$ cat src/rtl/ecc_banked_mem.sv
// Dual-port banked word memory with per-bank arbitration and pipelined reads.
// Optional SECDED storage when ECC_BANKED_MEM_ECC_EN is defined.
module ecc_banked_mem #(
  parameter int WIDTH        = 8,
  parameter int ADDR_WIDTH   = 5,
  parameter int NUM_BANK     = 4,
  parameter int READ_LATENCY = 2
) (
  input  logic                  i_clk,
  input  logic                  i_rst_n,
  input  logic                  i_req_a,
  input  logic                  i_we_a,
  input  logic [ADDR_WIDTH-1:0] i_addr_a,
  input  logic [WIDTH-1:0]      i_din_a,
  input  logic [1:0]            i_inj_a,
  output logic                  o_ready_a,
  output logic                  o_rvalid_a,
  output logic [WIDTH-1:0]      o_dout_a,
  output logic                  o_sbe_a,
  output logic                  o_dbe_a,
  input  logic                  i_req_b,
  input  logic                  i_we_b,
  input  logic [ADDR_WIDTH-1:0] i_addr_b,
  input  logic [WIDTH-1:0]      i_din_b,
  input  logic [1:0]            i_inj_b,
  output logic                  o_ready_b,
  output logic                  o_rvalid_b,
  output logic [WIDTH-1:0]      o_dout_b,
  output logic                  o_sbe_b,
  output logic                  o_dbe_b
);

  localparam int DEPTH = 2**ADDR_WIDTH;
  localparam logic [ADDR_WIDTH-1:0] BMASK = ADDR_WIDTH'(NUM_BANK-1);

`ifdef ECC_BANKED_MEM_ECC_EN
  function automatic int calc_p(input int w);
    int r;
    r = 1;
    for (int p = 7; p >= 1; p--)
      if ((1 << p) >= w + p + 1) r = p;
    return r;
  endfunction

  localparam int P  = calc_p(WIDTH);
  localparam int N  = WIDTH + P;
  localparam int CW = N + 1;

  // Bit 0 is overall parity; bits 1..N use classic Hamming positions.
  function automatic logic [CW-1:0] enc(input logic [WIDTH-1:0] d);
    logic [CW-1:0] c;
    int j;
    int s;
    c = '0;
    j = 0;
    s = 0;
    for (int pos = 1; pos <= N; pos++) begin
      if ((pos & (pos - 1)) != 0) begin
        c[pos] = d[j];
        if (d[j]) s = s ^ pos;
        j++;
      end
    end
    for (int i = 0; i < P; i++) c[1 << i] = s[i];
    c[0] = ^c[N:1];
    return c;
  endfunction

  function automatic logic [WIDTH+1:0] dec(input logic [CW-1:0] c);
    logic [CW-1:0]    f;
    logic [WIDTH-1:0] d;
    logic             sbe;
    logic             dbe;
    int               s;
    int               j;
    s = 0;
    for (int pos = 1; pos <= N; pos++)
      if (c[pos]) s = s ^ pos;
    f   = c;
    sbe = 1'b0;
    dbe = 1'b0;
    if (^c) begin
      if (s <= N) begin
        f[s] = ~f[s];
        sbe  = 1'b1;
      end else begin
        dbe = 1'b1;
      end
    end else if (s != 0) begin
      dbe = 1'b1;
    end
    d = '0;
    j = 0;
    for (int pos = 1; pos <= N; pos++) begin
      if ((pos & (pos - 1)) != 0) begin
        d[j] = f[pos];
        j++;
      end
    end
    return {dbe, sbe, d};
  endfunction

  function automatic logic [CW-1:0] inj_mask(input logic [1:0] inj);
    logic [CW-1:0] m;
    m = '0;
    unique case (inj)
      2'b01:   m[0]   = 1'b1;
      2'b10:   m[1:0] = 2'b11;
      default: m      = '0;
    endcase
    return m;
  endfunction

  logic [CW-1:0] wcw_a;
  logic [CW-1:0] wcw_b;
  assign wcw_a = enc(i_din_a) ^ inj_mask(i_inj_a);
  assign wcw_b = enc(i_din_b) ^ inj_mask(i_inj_b);
`else
  localparam int CW = WIDTH;

  function automatic logic [WIDTH+1:0] dec(input logic [CW-1:0] c);
    return {2'b00, c};
  endfunction

  logic [CW-1:0] wcw_a;
  logic [CW-1:0] wcw_b;
  logic          unused_inj;
  assign wcw_a      = i_din_a;
  assign wcw_b      = i_din_b;
  assign unused_inj = ^{i_inj_a, i_inj_b};
`endif

  logic conflict;
  logic prio_b;
  logic acc_a;
  logic acc_b;

  assign conflict  = i_req_a & i_req_b
                   & (((i_addr_a ^ i_addr_b) & BMASK) == '0);
  assign o_ready_a = ~(conflict & prio_b);
  assign o_ready_b = ~(conflict & ~prio_b);
  assign acc_a     = i_req_a & o_ready_a;
  assign acc_b     = i_req_b & o_ready_b;

  // The loser of a conflict gets priority next time.
  always_ff @(posedge i_clk or negedge i_rst_n) begin
    if (!i_rst_n) prio_b <= 1'b0;
    else if (conflict) prio_b <= ~prio_b;
  end

  logic [CW-1:0] mem [DEPTH];

  always_ff @(posedge i_clk) begin
    if (acc_a & i_we_a) mem[i_addr_a] <= wcw_a;
    if (acc_b & i_we_b) mem[i_addr_b] <= wcw_b;
  end

  logic [1:0]            rd_acc;
  logic [ADDR_WIDTH-1:0] raddr [2];
  logic [1:0]            rv;
  logic [1:0]            sb;
  logic [1:0]            db;
  logic [WIDTH-1:0]      rd [2];

  assign rd_acc   = {acc_b & ~i_we_b, acc_a & ~i_we_a};
  assign raddr[0] = i_addr_a;
  assign raddr[1] = i_addr_b;

  for (genvar p = 0; p < 2; p++) begin : g_port
    logic                   v0;
    logic [CW-1:0]          c0;
    logic [WIDTH+1:0]       dq;
    logic [READ_LATENCY:1]  v;
    logic [READ_LATENCY:1]  s;
    logic [READ_LATENCY:1]  e;
    logic [WIDTH-1:0]       d [1:READ_LATENCY];

    assign dq = dec(c0);

    // Raw codeword is captured at accept; decode sits between stage 0 and 1.
    always_ff @(posedge i_clk or negedge i_rst_n) begin
      if (!i_rst_n) begin
        v0 <= 1'b0;
        c0 <= '0;
        v  <= '0;
        s  <= '0;
        e  <= '0;
        for (int k = 1; k <= READ_LATENCY; k++) d[k] <= '0;
      end else begin
        v0 <= rd_acc[p];
        if (rd_acc[p]) c0 <= mem[raddr[p]];
        v[1] <= v0;
        s[1] <= v0 & dq[WIDTH];
        e[1] <= v0 & dq[WIDTH+1];
        if (v0) d[1] <= dq[WIDTH-1:0];
        for (int k = 2; k <= READ_LATENCY; k++) begin
          v[k] <= v[k-1];
          s[k] <= v[k-1] & s[k-1];
          e[k] <= v[k-1] & e[k-1];
          if (v[k-1]) d[k] <= d[k-1];
        end
      end
    end

    assign rv[p] = v[READ_LATENCY];
    assign sb[p] = s[READ_LATENCY];
    assign db[p] = e[READ_LATENCY];
    assign rd[p] = d[READ_LATENCY];
  end

  assign o_rvalid_a = rv[0];
  assign o_sbe_a    = sb[0];
  assign o_dbe_a    = db[0];
  assign o_dout_a   = rd[0];
  assign o_rvalid_b = rv[1];
  assign o_sbe_b    = sb[1];
  assign o_dbe_b    = db[1];
  assign o_dout_b   = rd[1];

endmodule

$ cat config.mk
export PLATFORM = sky130hd
export DESIGN_NAME = ecc_banked_mem
export DESIGN_NICKNAME = d
export VERILOG_FILES = /design/src/rtl/ecc_banked_mem.sv
export SDC_FILE = /design/constraint.sdc
export NUM_CORES = 1
export LEC_CHECK = 0
export BUFFER_PORTS_ARGS = -buffer_cell sky130_fd_sc_hd__buf_2
export CAP_MARGIN = 20
export CORE_MARGIN = 8
export CORE_UTILIZATION = 63
export DETAILED_ROUTE_END_ITERATION = 6
export GPL_TIMING_DRIVEN = 0
export PLACE_DENSITY_LB_ADDON = 0.1
export SYNTH_ARGS = -nofsm -noshare
export SYNTH_HDL_FRONTEND = slang
export SYNTH_SLANG_ARGS = --single-unit
$ cat constraint.sdc
create_clock -name i_clk -period 3.05 [get_ports i_clk]
set_clock_uncertainty 0.15 [all_clocks]
set_input_delay 0.61 -clock i_clk [delete_from_list [all_inputs] [get_ports i_clk]]
set_output_delay 0.61 -clock i_clk [all_outputs]
set_load 0.005 [all_outputs]
Yosys cells after proc, flatten, opt, wreduce, memory -nomap -nowiden
Memory sizes are Yosys's and may differ from the RTL's. A register that Yosys moved wholly into a read port is not among the register bits. Cells that the tools add are included.

Bits in registers: 39. Memory bits (writable): 256. Input bits: 36. Output and inout bits: 24. Word-level logic and storage cells: 33. Memories kept: 1.

Multiplexer cells: 4. Bitwise logic cells: 16. Reductions and logical operators: 3.

Memories: mem (words 32, width 8, rd ports 2, clocked after Yosys merged registers in 2, wr ports 2, RTL line 151) `logic [CW-1:0] mem [DEPTH];`.

Operators with widths (number): AND 1 bit (10); logical NOT 5 bit (1); inverter 1 bit (5); 2-to-1 mux 1 bit (4); logical NOT 1 bit (2); XOR 2 bit (1).

Depth between registers and ports, before layout
Word-level depth: 9. Depth in mapped cells: 9. Depth with buffers taken out: 5.

Least setup slack after synthesis
OpenSTA, ideal clock, no wires.

Kind: input-to-reg. Start: input i_addr_a[0]. End: memory mem[31][0] (netlist bit) (enable). Library setup time: 0.384 ns. Arrival: 2.522 ns. Required time: 2.516 ns. Setup slack: -0.006 ns. Stages: 6. Buffers on the path: 4. Cells stage by stage: buf_2 buf_2 clkbuf_1 clkbuf_1 nand3_1 o21ai_0.

RTL lines: start, declared (RTL line 13) `input logic [ADDR_WIDTH-1:0] i_addr_a,`; end, declared (RTL line 151).

Worst setup path in the final report
Start: input i_addr_b[1]. End: register g_port[1].c0[1] (read register of mem).

Longest elaborated chain between the ends: 7.

Ends and longest elaborated chain: start, declared (RTL line 23) `input logic [ADDR_WIDTH-1:0] i_addr_b,`; XOR 2 bit (RTL line 139) `& (((i_addr_a ^ i_addr_b) & BMASK) == '0);`; logical NOT 5 bit (RTL line 139); AND 1 bit (RTL line 139); AND 1 bit (RTL line 141) `assign o_ready_b = ~(conflict & ~prio_b);`; inverter 1 bit (RTL line 141); AND 1 bit (RTL line 143) `assign acc_b = i_req_b & o_ready_b;`; AND 1 bit (RTL line 165) `assign rd_acc = {acc_b & ~i_we_b, acc_a & ~i_we_a};`; end, declared (RTL line 171) `logic [CW-1:0] c0;`.

Several ways; a longest one is shown, not always the timed one. A chain may end at the register's enable or synchronous reset.

==> impl_metrics.tcl <==
set metrics [dict create \
    drt_iter0_drc 2002 \
    synth.avg_cell_area_um2 14.5 \
    hold_viol 0 \
    synth_edf_count 256 \
    nFillCells 1898 \
    worst_pin_slew_ns 1.05 \
    pre_cts_ws_ns -1.40 \
    cts_sinks 311 \
    row_count 61 \
    max_freq_mhz 312 \
    yosysMostFrequentCell "mux2_2" \
    power_density_nw_per_um2 532 \
    die_y_um 185 \
    relSlewSlack 0.289 \
    hp-class "flop to flop" \
    status "finished, violations left" \
    cts_buffers 34 \
    port_buffers 46 \
    synth_area_um2 17900 \
    setup_ws_ns -0.150 \
    finalSetupTns_ns -2.19 \
    required_ns 3.29 \
    arrival_ns 3.44 \
    synth_top_area_frac 0.429 \
    maxSlewViolCount 0 \
    core_area_um2 27900 \
    cts_root_buf "clkbuf_16" \
    grt_max_degree 41 \
    drt.antenna.violating_nets 0 \
    synth_ff_type "edfxtp_1" \
    clk_pin_slew_ns 0.06 \
    vias 13000 \
    fin_util 0.719 \
    nets 1369 \
    die-area_um2 34100 \
    synth_top_cells_by_area "edfxtp_1 (43%), mux2_2 (18%), mux4_2 (11%)" \
    wire_per_inst_um 37.1 \
    start_kind "primary input" \
    firstDrtPassIters 7 \
    yosys_warnings 0 \
    clk_latency_ns 0.53 \
    cts_tree "yes" \
    yosysUniqueCellTypes 66 \
    synthTopCellsByCount "mux2_2 (288), edfxtp_1 (256), mux4_2 (86)" \
    post-route-period-util 1.05 \
    start_util 0.642 \
    crit_fanout 10 \
    drv_cap 0 \
    violations "negative setup slack" \
    rsz0062_at_grt "yes" \
    yosysSeqAreaShare 0.505 \
    h-tree-depth 2 \
    vias_per_cell 7.48 \
    place_congestion 1.08 \
    setup_viol 50 \
    min_path_cells 0 \
    cts_max_path_buffers 3 \
    drive_gt1_frac 0.453 \
    worstSetupPathType "primary input to flop" \
    die_w_um 185 \
    multi_input_area_um2 8380 \
    regArea_um2 9060 \
    antenna_found_initial 3 \
    ioPinCount 60 \
    grt_overflow 0 \
    track_usage 0.380 \
    period_minus_slack_ns 3.20 \
    leakage_nw 6.89 \
    finalWirelength_mm 64.5 \
    irDropWorstVdd_mv 0.463 \
    synthArstFlopShare 0.177 \
    synth_cells 1234 \
    grt_pass1_vias 12600 \
    hpwl_mm 47.3 \
    drc 0 \
    r2r_cells 7 \
    synth-seq-cells 311 \
    yosys.area.top_type "edfxtp_1" \
    grt_pass1_wl_mm 89.9 \
    worst_setup_path_end_kind "flop" \
    area_growth_pct 12.0 \
]
timing repair:
action,CTS,global route
setup buffers,6,0
hold buffers,1,0
pin swaps,2,0
cloned,0,0
resized for setup,44,14
endpoints found under the hold margin,15,0
endpoints found under the setup margin,257,73
routing by layer:
layer | track usage | part of all wire
met2 | 0.570 | 0.43
met3 | 0.125 | 0.14
met4 | 0.225 | 0.075
met5 | 0 | 0.00053
met1 | 0.477 | 0.35
layout make-up:
| type | instances | share of cell area |
|---|---|---|
| clock inverter | 13 | 0.00679 |
| sequential | 311 | 0.451 |
| tap | 378 | 0.0235 |
| antenna | 1 | 0.000125 |
| timing repair buffer | 61 | 0.0174 |
| buffer | 143 | 0.0350 |
| multi-input combinational | 779 | 0.417 |
| inverter | 3 | 0.000560 |
| clock buffer | 49 | 0.0487 |
flip-flops by register name (all words and copies together), names as in the netlist:
register / count
mem: 256
g_port.c0: 16
g_port.d: 16
o_dout_a: 8
o_dout_b: 8
g_port.v: 4
g_port.v0: 2
prio_b: 1
path summary, 6_finish.rpt:
check                                          from                           to  slack (ns)
min in group asynchronous                   i_rst_n  g_port[0].c0[5]$_DFFE_PN0P_        0.39
max reg2reg                      prio_b$_DFFE_PN0N_          mem[8][1]$_DFFE_PP_        0.18
min                        g_port[0].v[1]$_DFF_PN0_     g_port[0].v[2]$_DFF_PN0_        0.22
max                                     i_addr_b[1]  g_port[1].c0[1]$_DFFE_PN0P_       -0.15
max in group asynchronous                   i_rst_n      o_dout_b[6]$_DFFE_PN0P_        1.82
min reg2reg                g_port[0].v[1]$_DFF_PN0_     g_port[0].v[2]$_DFF_PN0_        0.22
where the power goes:
group	switching [W]	internal, W	total, W
logic	0.000879	0.000723	0.00160
registers	0.000121	0.00483	0.00496
clock network	0.00172	0.00242	0.00414
total	0.00272	0.00798	0.0107
critical path: stages:
cell and delay [ns]:
buf_2 0.21, buf_2 0.44, buf_4 0.38, buf_4 0.38
mux4_2 0.37, a22oi_1 0.30, o311ai_0 0.43, o22a_1 0.30
stage by stage:
| stage | area (µm²) | power (W) | instances | hold slack (ns) |
|---|---|---|---|---|
| after CTS | 20100 | 0.0106 | 1738 | 0.223 |
| after global routing | 20100 | 0.0109 | 1737 | 0.240 |
| after floorplan | 17900 | 0.00599 | 1237 | 0.164 |
| after global placement | 18700 | 0.00653 | 1661 | 0.204 |
| after detailed placement | 18700 | 0.00657 | 1669 | 0.210 |
| final | 20100 | 0.0107 | 1738 | 0.224 |
placed cells by master (no fill, tap or decap), types with 10 or more instances in the layout:
| cell | n |
|---|---|
| nand3_1 | 14 |
| mux2_2 | 288 |
| a31oi_1 | 10 |
| mux4_2 | 86 |
| o21ai_0 | 13 |
| clkbuf_16 | 36 |
| nand3b_1 | 10 |
| nor2_4 | 12 |
| o22ai_1 | 30 |
| nor2_1 | 19 |
| a22oi_1 | 14 |
| mux2i_1 | 83 |
| buf_2 | 75 |
| dfrtp_1 | 55 |
| nand2_1 | 29 |
| edfxtp_1 | 256 |
| buf_4 | 37 |
| clkbuf_1 | 87 |
| o22ai_2 | 19 |
cell families (layout without fill, tap and decap cells):
group / Yosys count / in the layout / synth area share
multiplexers: 466 / 466 / 0.341
buffers and inverters: 147 / 269 / 0.0386
flip-flops: 311 / 311 / 0.505
XOR/XNOR: 3 / 3 / 0.00230
AND/OR/NAND/NOR: 165 / 165 / 0.0591
other: 1 / 5 / 0.000209
AO/OA/AOI/OAI: 141 / 141 / 0.0538
Power figures use the tool's default switching activity.
